### src/rtl/udp_rxbuf_reader.sv
// udp_rxbuf_reader: owns the 2**ADDR_W x 32 UDP RX buffer written by the core.
// While the CPU side holds the grant, it drains one datagram as a byte AXI-Stream
// and then pulses cpu_rel to hand the buffer back.
// Buffer layout: word0[15:0] = byte length; payload is little-endian from word1.

module udp_rxbuf_reader #(
    parameter int unsigned ADDR_W    = 6,
    parameter int unsigned MAX_BYTES = 252
) (
    input  logic              clk,
    input  logic              reset_n,
    input  logic [ADDR_W-1:0] wr_addr,
    input  logic              wr_ce,
    input  logic              wr_we,
    input  logic [31:0]       wr_data,
    input  logic              cpu_grant,
    output logic              cpu_rel,
    output logic [7:0]        m_axis_tdata,
    output logic              m_axis_tvalid,
    input  logic              m_axis_tready,
    output logic              m_axis_tlast,
    output logic [15:0]       pkt_count,
    output logic              wr_viol
);

    localparam int unsigned DEPTH   = 2 ** ADDR_W;
    localparam logic [15:0] MAX_LEN = 16'(MAX_BYTES);

    localparam logic [2:0] StIdle   = 3'd0;
    localparam logic [2:0] StHdr    = 3'd1;
    localparam logic [2:0] StLoad   = 3'd2;
    localparam logic [2:0] StStream = 3'd3;
    localparam logic [2:0] StRel    = 3'd4;
    localparam logic [2:0] StWait   = 3'd5;

    logic [31:0]       mem [DEPTH];
    logic [31:0]       rd_data_q;
    logic              rd_en;
    logic [ADDR_W-1:0] rd_addr;
    logic              wr_en;

    logic [2:0]        state_q, state_d;
    logic [7:0]        len_m1_q, len_m1_d;
    logic [7:0]        cnt_q, cnt_d;
    logic [ADDR_W-1:0] word_q, word_d;
    logic [31:0]       shreg_q, shreg_d;
    logic              tvalid_q, tvalid_d;
    logic [15:0]       pkt_count_q, pkt_count_d;
    logic              wr_viol_q;

    logic [15:0]       hdr_len;
    logic [15:0]       hdr_clamped;
    logic              handshake;
    logic              last_byte;

    assign wr_en       = wr_ce & wr_we & ~cpu_grant;
    assign hdr_len     = rd_data_q[15:0];
    assign hdr_clamped = (hdr_len > MAX_LEN) ? MAX_LEN : hdr_len;
    assign handshake   = tvalid_q & m_axis_tready;
    assign last_byte   = (cnt_q == len_m1_q);

    // Buffer RAM: core write port, registered read port (contents not reset).
    always_ff @(posedge clk) begin
        if (wr_en) begin
            mem[wr_addr] <= wr_data;
        end
        if (rd_en) begin
            rd_data_q <= mem[rd_addr];
        end
    end

    // Next-state logic for the drain sequencer.
    always_comb begin
        state_d     = state_q;
        len_m1_d    = len_m1_q;
        cnt_d       = cnt_q;
        word_d      = word_q;
        shreg_d     = shreg_q;
        tvalid_d    = tvalid_q;
        pkt_count_d = pkt_count_q;
        rd_en       = 1'b0;
        rd_addr     = '0;

        case (state_q)
            StIdle: begin
                if (cpu_grant) begin
                    rd_en   = 1'b1;
                    rd_addr = '0;
                    state_d = StHdr;
                end
            end
            StHdr: begin
                if (!cpu_grant) begin
                    state_d = StIdle;
                end else begin
                    len_m1_d = 8'(hdr_clamped - 16'd1);
                    cnt_d    = 8'd0;
                    rd_en    = 1'b1;
                    rd_addr  = ADDR_W'(1);
                    word_d   = ADDR_W'(2);
                    state_d  = (hdr_clamped == 16'd0) ? StRel : StLoad;
                end
            end
            StLoad: begin
                if (!cpu_grant) begin
                    state_d = StIdle;
                end else begin
                    shreg_d  = rd_data_q;
                    // Prefetch the following word so the stream has no gaps.
                    rd_en    = 1'b1;
                    rd_addr  = word_q;
                    word_d   = word_q + ADDR_W'(1);
                    tvalid_d = 1'b1;
                    state_d  = StStream;
                end
            end
            StStream: begin
                if (!cpu_grant) begin
                    // Arbiter fault: abandon the datagram without release.
                    tvalid_d = 1'b0;
                    state_d  = StIdle;
                end else if (handshake) begin
                    if (last_byte) begin
                        tvalid_d    = 1'b0;
                        pkt_count_d = pkt_count_q + 16'd1;
                        state_d     = StRel;
                    end else begin
                        cnt_d = cnt_q + 8'd1;
                        if (cnt_q[1:0] == 2'd3) begin
                            shreg_d = rd_data_q;
                            rd_en   = 1'b1;
                            rd_addr = word_q;
                            word_d  = word_q + ADDR_W'(1);
                        end else begin
                            shreg_d = {8'h00, shreg_q[31:8]};
                        end
                    end
                end
            end
            StRel: begin
                state_d = StWait;
            end
            StWait: begin
                // Grant is still registered high right after release.
                if (!cpu_grant) begin
                    state_d = StIdle;
                end
            end
            default: begin
                state_d = StIdle;
            end
        endcase
    end

    // Sequencer and stream registers.
    always_ff @(posedge clk or negedge reset_n) begin
        if (!reset_n) begin
            state_q     <= StIdle;
            len_m1_q    <= 8'd0;
            cnt_q       <= 8'd0;
            word_q      <= '0;
            shreg_q     <= 32'd0;
            tvalid_q    <= 1'b0;
            pkt_count_q <= 16'd0;
        end else begin
            state_q     <= state_d;
            len_m1_q    <= len_m1_d;
            cnt_q       <= cnt_d;
            word_q      <= word_d;
            shreg_q     <= shreg_d;
            tvalid_q    <= tvalid_d;
            pkt_count_q <= pkt_count_d;
        end
    end

    // Sticky flag for core writes attempted while the CPU owns the buffer.
    always_ff @(posedge clk or negedge reset_n) begin
        if (!reset_n) begin
            wr_viol_q <= 1'b0;
        end else if (wr_ce && wr_we && cpu_grant) begin
            wr_viol_q <= 1'b1;
        end
    end

    assign cpu_rel       = (state_q == StRel);
    assign m_axis_tdata  = shreg_q[7:0];
    assign m_axis_tvalid = tvalid_q;
    assign m_axis_tlast  = tvalid_q & last_byte;
    assign pkt_count     = pkt_count_q;
    assign wr_viol       = wr_viol_q;

endmodule

### config.mk
export PLATFORM = sky130hd
export DESIGN_NAME = udp_rxbuf_reader
export DESIGN_NICKNAME = d
export VERILOG_FILES = /design/src/rtl/udp_rxbuf_reader.sv
export SDC_FILE = /design/constraint.sdc
export NUM_CORES = 2
export LEC_CHECK = 0
export CORE_AREA = 2 2 583 585
export CTS_CLUSTER_DIAMETER = 60
export DETAILED_ROUTE_END_ITERATION = 6
export DIE_AREA = 0 0 585 587
export PLACE_DENSITY = 0.39
export RECOVER_POWER = 25
export REMOVE_ABC_BUFFERS = 1
export SLEW_MARGIN = 5
export SYNTH_ARGS = -nofsm -noshare
export SYNTH_HDL_FRONTEND = slang
export SYNTH_SLANG_ARGS = --single-unit
### constraint.sdc
create_clock -name clk -period 4.5 [get_ports clk]
set_input_delay 0.9 -clock clk [delete_from_list [all_inputs] [get_ports clk]]
set_output_delay 0.9 -clock clk [all_outputs]
set_load 0.005 [all_outputs]
==> results.txt <==
The path with the worst hold slack has its endpoint at mem[35][6]. In this run the static leakage power is 33.5 nW. The run gives 170 ps as the reg-to-reg setup timing slack. STA classifies the critical path endpoint as a flip-flop. From left edge to right edge, the die measures 585 um. The depth of the worst register-to-register path is 12, and the total number of clock tree sinks is 2155. In the synthesized netlist, mux cells make up 0.814% of the area. Pin placement for this block handled 72 I/O pins.

Standard-cell row count: 214. STA puts the critical path data required time at 5100 ps. In the layout the commonest cells are sky130_fd_sc_hd__edfxtp_1, sky130_fd_sc_hd__nand2_1, sky130_fd_sc_hd__nand3_1.

The cell sitting at the root of the clock tree is a sky130_fd_sc_hd__clkbuf_16. The largest delay contributor family on the critical path is simple AND/OR/NAND/NOR gates. Once the floorplan was initialized, standard cells occupied 24.8% of the core. The remaining number of nets flagged by the antenna check after routing is 0. Counting the buffers created by CTS gives 244. The post-route DRC violation count was 0. The library cell used most frequently in the layout, excluding fill and tap cells, is sky130_fd_sc_hd__edfxtp_1. The count of placed standard cells in the final layout, fillers left out was 11339.

STA puts the critical path data arrival time at 4930 ps. The synthesized design spends more area on one cell type than any other, namely sky130_fd_sc_hd__edfxtp_1. Yosys mapped the design onto 62 distinct sky130hd cell types.

For this block, the initial DRC count from the detailed router was 5238. The worst pin sits at a relative slew slack of -140%. The hold-critical path depth was 1; the maximum buffer depth of the clock tree was 4. Setup violations remaining at the end of the flow were counted as 0. The share of power burned in the clock network is 37.8%. Placed standard-cell area: 94000 um^2.

The synthesized design contains 2080 enable-type register cells. Once placement completed, the tool counted placed cells totaling 10897. The H-tree was split into 4 levels.

From synthesis to final layout, the design area changed by 20.8%. The tools report the number of global-route vias before repair as 52549. Traced cell by cell, the critical path runs through xor2_1, or4_1, o211a_2, nor2_4, buf_12, buf_12, buf_12, mux2i_1, a32oi_1, and3_1, a31oi_1, nand4_1. For the top achievable clock speed, the log shows 231 MHz. The final reports fail on max-capacitance violations, max-slew violations. After detailed routing, the number of vias per cell comes to 4.76. For the final hold violation count, the log shows 0. The delay of the slowest cell on the worst path was 750 ps; the setup fix buffers added after clock tree synthesis was 0. The register bit count reported by yosys works out to 2155.

In this run, the combinational gates consume 16.6% of the power. The total via count after detailed routing is 53991, and the area share of the largest cell type after synthesis is 74.4%. The number of antenna violations at the first check in global routing was 27; the net switching share of the total power was 28.9%. The die covers 343000 um^2.

Buffers placed on the I/O ports in this run total 71. Across every metal layer, demand over resource in global routing totals 17.7%. The slew at the pin closest to its max-slew limit is 3600 ps.

For this run, the register share of the synthesized area comes to 76.6%. The worst register-to-register path begins at cnt_q[6]. The synthesized netlist devotes 0.396% of its cell area to XOR and XNOR gates. The critical path class is flip-flop to flip-flop. TritonCTS built the clock tree. The share of flip-flops with an asynchronous set or reset after synthesis was 3.48%; the number of warnings issued by yosys was 0.

Clock-pin slew was measured on the worst setup and hold paths at 60 ps. The tools report the max-capacitance violation count as 17. The startpoint identified for the worst hold timing path is wr_data[6]. The first global-routing pass estimated 433 mm of wire. For this design the ratio of total power to cell area is 497 nW/um^2. For the HPWL after detailed placement, the log shows 183 mm. After detailed routing, the total wire length is 310 mm. Between clock sinks in the finished design, the worst skew comes to 67.4 ps. Of the total synthesized cell area, the portion taken by AND, OR, NAND and NOR gates is 16.3%. Entering global routing, the biggest net connects 66 pins. The congestion estimate from routability-driven global placement came to 0.782.

The nature of the critical path startpoint is a flip-flop. The main flop type after synthesis was sky130_fd_sc_hd__edfxtp_1. In this run the worst hold path is classified as input port to flip-flop. The compound-gate portion of the synthesized area was 3.58%. The length of the first detailed-routing pass in iterations was 6; the final number of max-transition violations was 871. Across the VDD grid, the largest voltage drop is 319 uV. Final cycle utilization of the critical path: 96.2%. The number of buffers and inverters on the critical path is 3.

In the final routed layout, each cell accounts on average for 27.3 um. Summing all non-filler instances in the final layout gives an area of 101000 um^2. The core region is 338000 um^2. The cell with the largest stage delay on the worst path is sky130_fd_sc_hd__or4_1. The internal power of the cells totals 35.9 mW. The run gives 84000 um^2 as the mapped cell area. Setup repair after global routing left no endpoint under its margin. The share of post-route cells with drive strength above 1 works out to 12.4%.

The vertical extent of the die is 587 um. For this run, the post-layout net count is 6655. By instance count, the cell type seen most on the critical path is sky130_fd_sc_hd__buf_12. Sequential fraction of design power: 45.7%. Sorting the synthesized cells by area gives the leading types as sky130_fd_sc_hd__edfxtp_1, sky130_fd_sc_hd__nand2_1, sky130_fd_sc_hd__nand3_1, sky130_fd_sc_hd__dfrtp_1, sky130_fd_sc_hd__a31oi_1. The worst-path maximum fanout works out to 49. Prior to clock tree synthesis, the placed netlist has a worst setup slack of -547 ps.

The dominant combinational cell family by area after synthesis is simple AND/OR/NAND/NOR gates. The worst path meets setup with 172 ps of slack. In this run the mean area of a mapped cell was 13.4 um^2. The insertion delay to the later sink of the worst-skew pair was 920 ps; the fraction of the core area covered by cells at the end of the flow was 30.0%. In this run the power spent charging and discharging nets is 14.6 mW. For the remaining global-route overflow, the log shows 0.

Synthesis handed over a netlist of 6264 instances. The post-layout minimum cycle time was 4330 ps; the post-synthesis share of cell area spent on full adders, half adders and majority gates was 0.0596%. The worst register-to-register path ends at rd_data_q[15]. The run finished, with violations left.
## registers in the layout, summed over array words and instances (netlist names)
signal         flops
mem             2048
len_m1_q           8
shreg_q           32
word_q             6
state_q            3
pkt_count         16
m_axis_tvalid      1
wr_viol            1
cnt_q              8
rd_data_q         32
## cell type report
cell class              instances  area [um^2]
diodes                          7         17.5
multi-input cells            3703        18400
repair buffers                496         5480
clock buffers                 291         6320
fillers                     34102       237000
well taps                    4536         5680
flip-flops and latches       2155        64300
inverters                       7         26.3
clock inverters               144         1140
## stage by stage
step / setup TNS [ps] / hold WS (ps) / power, mW
2_1_floorplan: -309450 / 439 / 28.7
3_3_place_gp: -2740 / 453 / 31.9
3_5_place_dp: -3030 / 456 / 31.8
4_1_cts: 0 / 84.2 / 50.9
5_1_grt: 0 / 254 / 52.4
6_report: 0 / 280 / 50.4
## cells in the mapped netlist, types with 4 or more instances
library cell               instances
sky130_fd_sc_hd__a21oi_1          16
sky130_fd_sc_hd__a311oi_1          4
sky130_fd_sc_hd__a31oi_1         293
sky130_fd_sc_hd__a32oi_1          58
sky130_fd_sc_hd__and3_1           43
sky130_fd_sc_hd__and3b_1           7
sky130_fd_sc_hd__and4_1           30
sky130_fd_sc_hd__buf_1            39
sky130_fd_sc_hd__buf_2           149
sky130_fd_sc_hd__buf_4            33
sky130_fd_sc_hd__clkbuf_1        178
sky130_fd_sc_hd__dfrtp_1          75
sky130_fd_sc_hd__edfxtp_1       2080
sky130_fd_sc_hd__ha_1              4
sky130_fd_sc_hd__inv_1             7
sky130_fd_sc_hd__mux2i_1          66
sky130_fd_sc_hd__nand2_1        1928
sky130_fd_sc_hd__nand2b_1          4
sky130_fd_sc_hd__nand3_1         711
sky130_fd_sc_hd__nand3b_1          4
sky130_fd_sc_hd__nand4_1         222
sky130_fd_sc_hd__nor2_1          127
sky130_fd_sc_hd__nor2b_1           4
sky130_fd_sc_hd__nor3_1            5
sky130_fd_sc_hd__nor4_1           10
sky130_fd_sc_hd__o21ai_0          57
sky130_fd_sc_hd__o21ai_1           4
sky130_fd_sc_hd__o22ai_1           6
sky130_fd_sc_hd__or3_1             9
sky130_fd_sc_hd__or4_1             9
sky130_fd_sc_hd__xnor2_1          21
sky130_fd_sc_hd__xor2_1           17
## worst max path at each step
stage               from       endpoint  cells after the start  slack [ps]
6_report        cnt_q[6]  rd_data_q[15]                     12         170
5_1_grt         cnt_q[0]  rd_data_q[13]                     14          40
4_1_cts         cnt_q[6]  rd_data_q[16]                     12          30
3_5_place_dp   cpu_grant  rd_data_q[11]                     13        -550
3_3_place_gp   cpu_grant  rd_data_q[11]                     13        -540
2_1_floorplan   cnt_q[6]  rd_data_q[30]                      9       -9920
## metal layers
metal | up-vias | global-route usage (%) | wire [um]
li1 | 23859 | - | -
met1 | 28272 | 25.0 | 141000
met2 | 1489 | 28.9 | 147000
met3 | 371 | 2.39 | 15700
met4 | 0 | 3.67 | 6250
met5 | - | 0 | 0
## power groups by stage
stage,clock [mW],combinational (mW),sequential [mW]
after CTS,19.5,8.43,23.0
final,19.0,8.35,23.0
after global placement,0,8.44,23.4
after floorplan,0,5.73,23.0
after global routing,20.2,9.15,23.0
after detailed placement,0,8.41,23.4
## cells by family (layout without fill, tap and decap cells)
group / Yosys count / count (layout)
adders and majority gates: 4 / 4
DFF: 2155 / 2155
AOI/OAI and AO/OA: 462 / 462
and+or+nand+nor: 3131 / 3131
xor gates and xnor gates: 38 / 38
muxes: 68 / 68
buffers and inverters: 406 / 938
other: 0 / 7
## what timing repair did
item                                    CTS  global route
endpoints found under the setup margin    1             3
hold buffers                              0             0
pin swaps                                 0             1
resized for setup                         1             4
No activity file was read; power rests on OpenSTA's default activity.
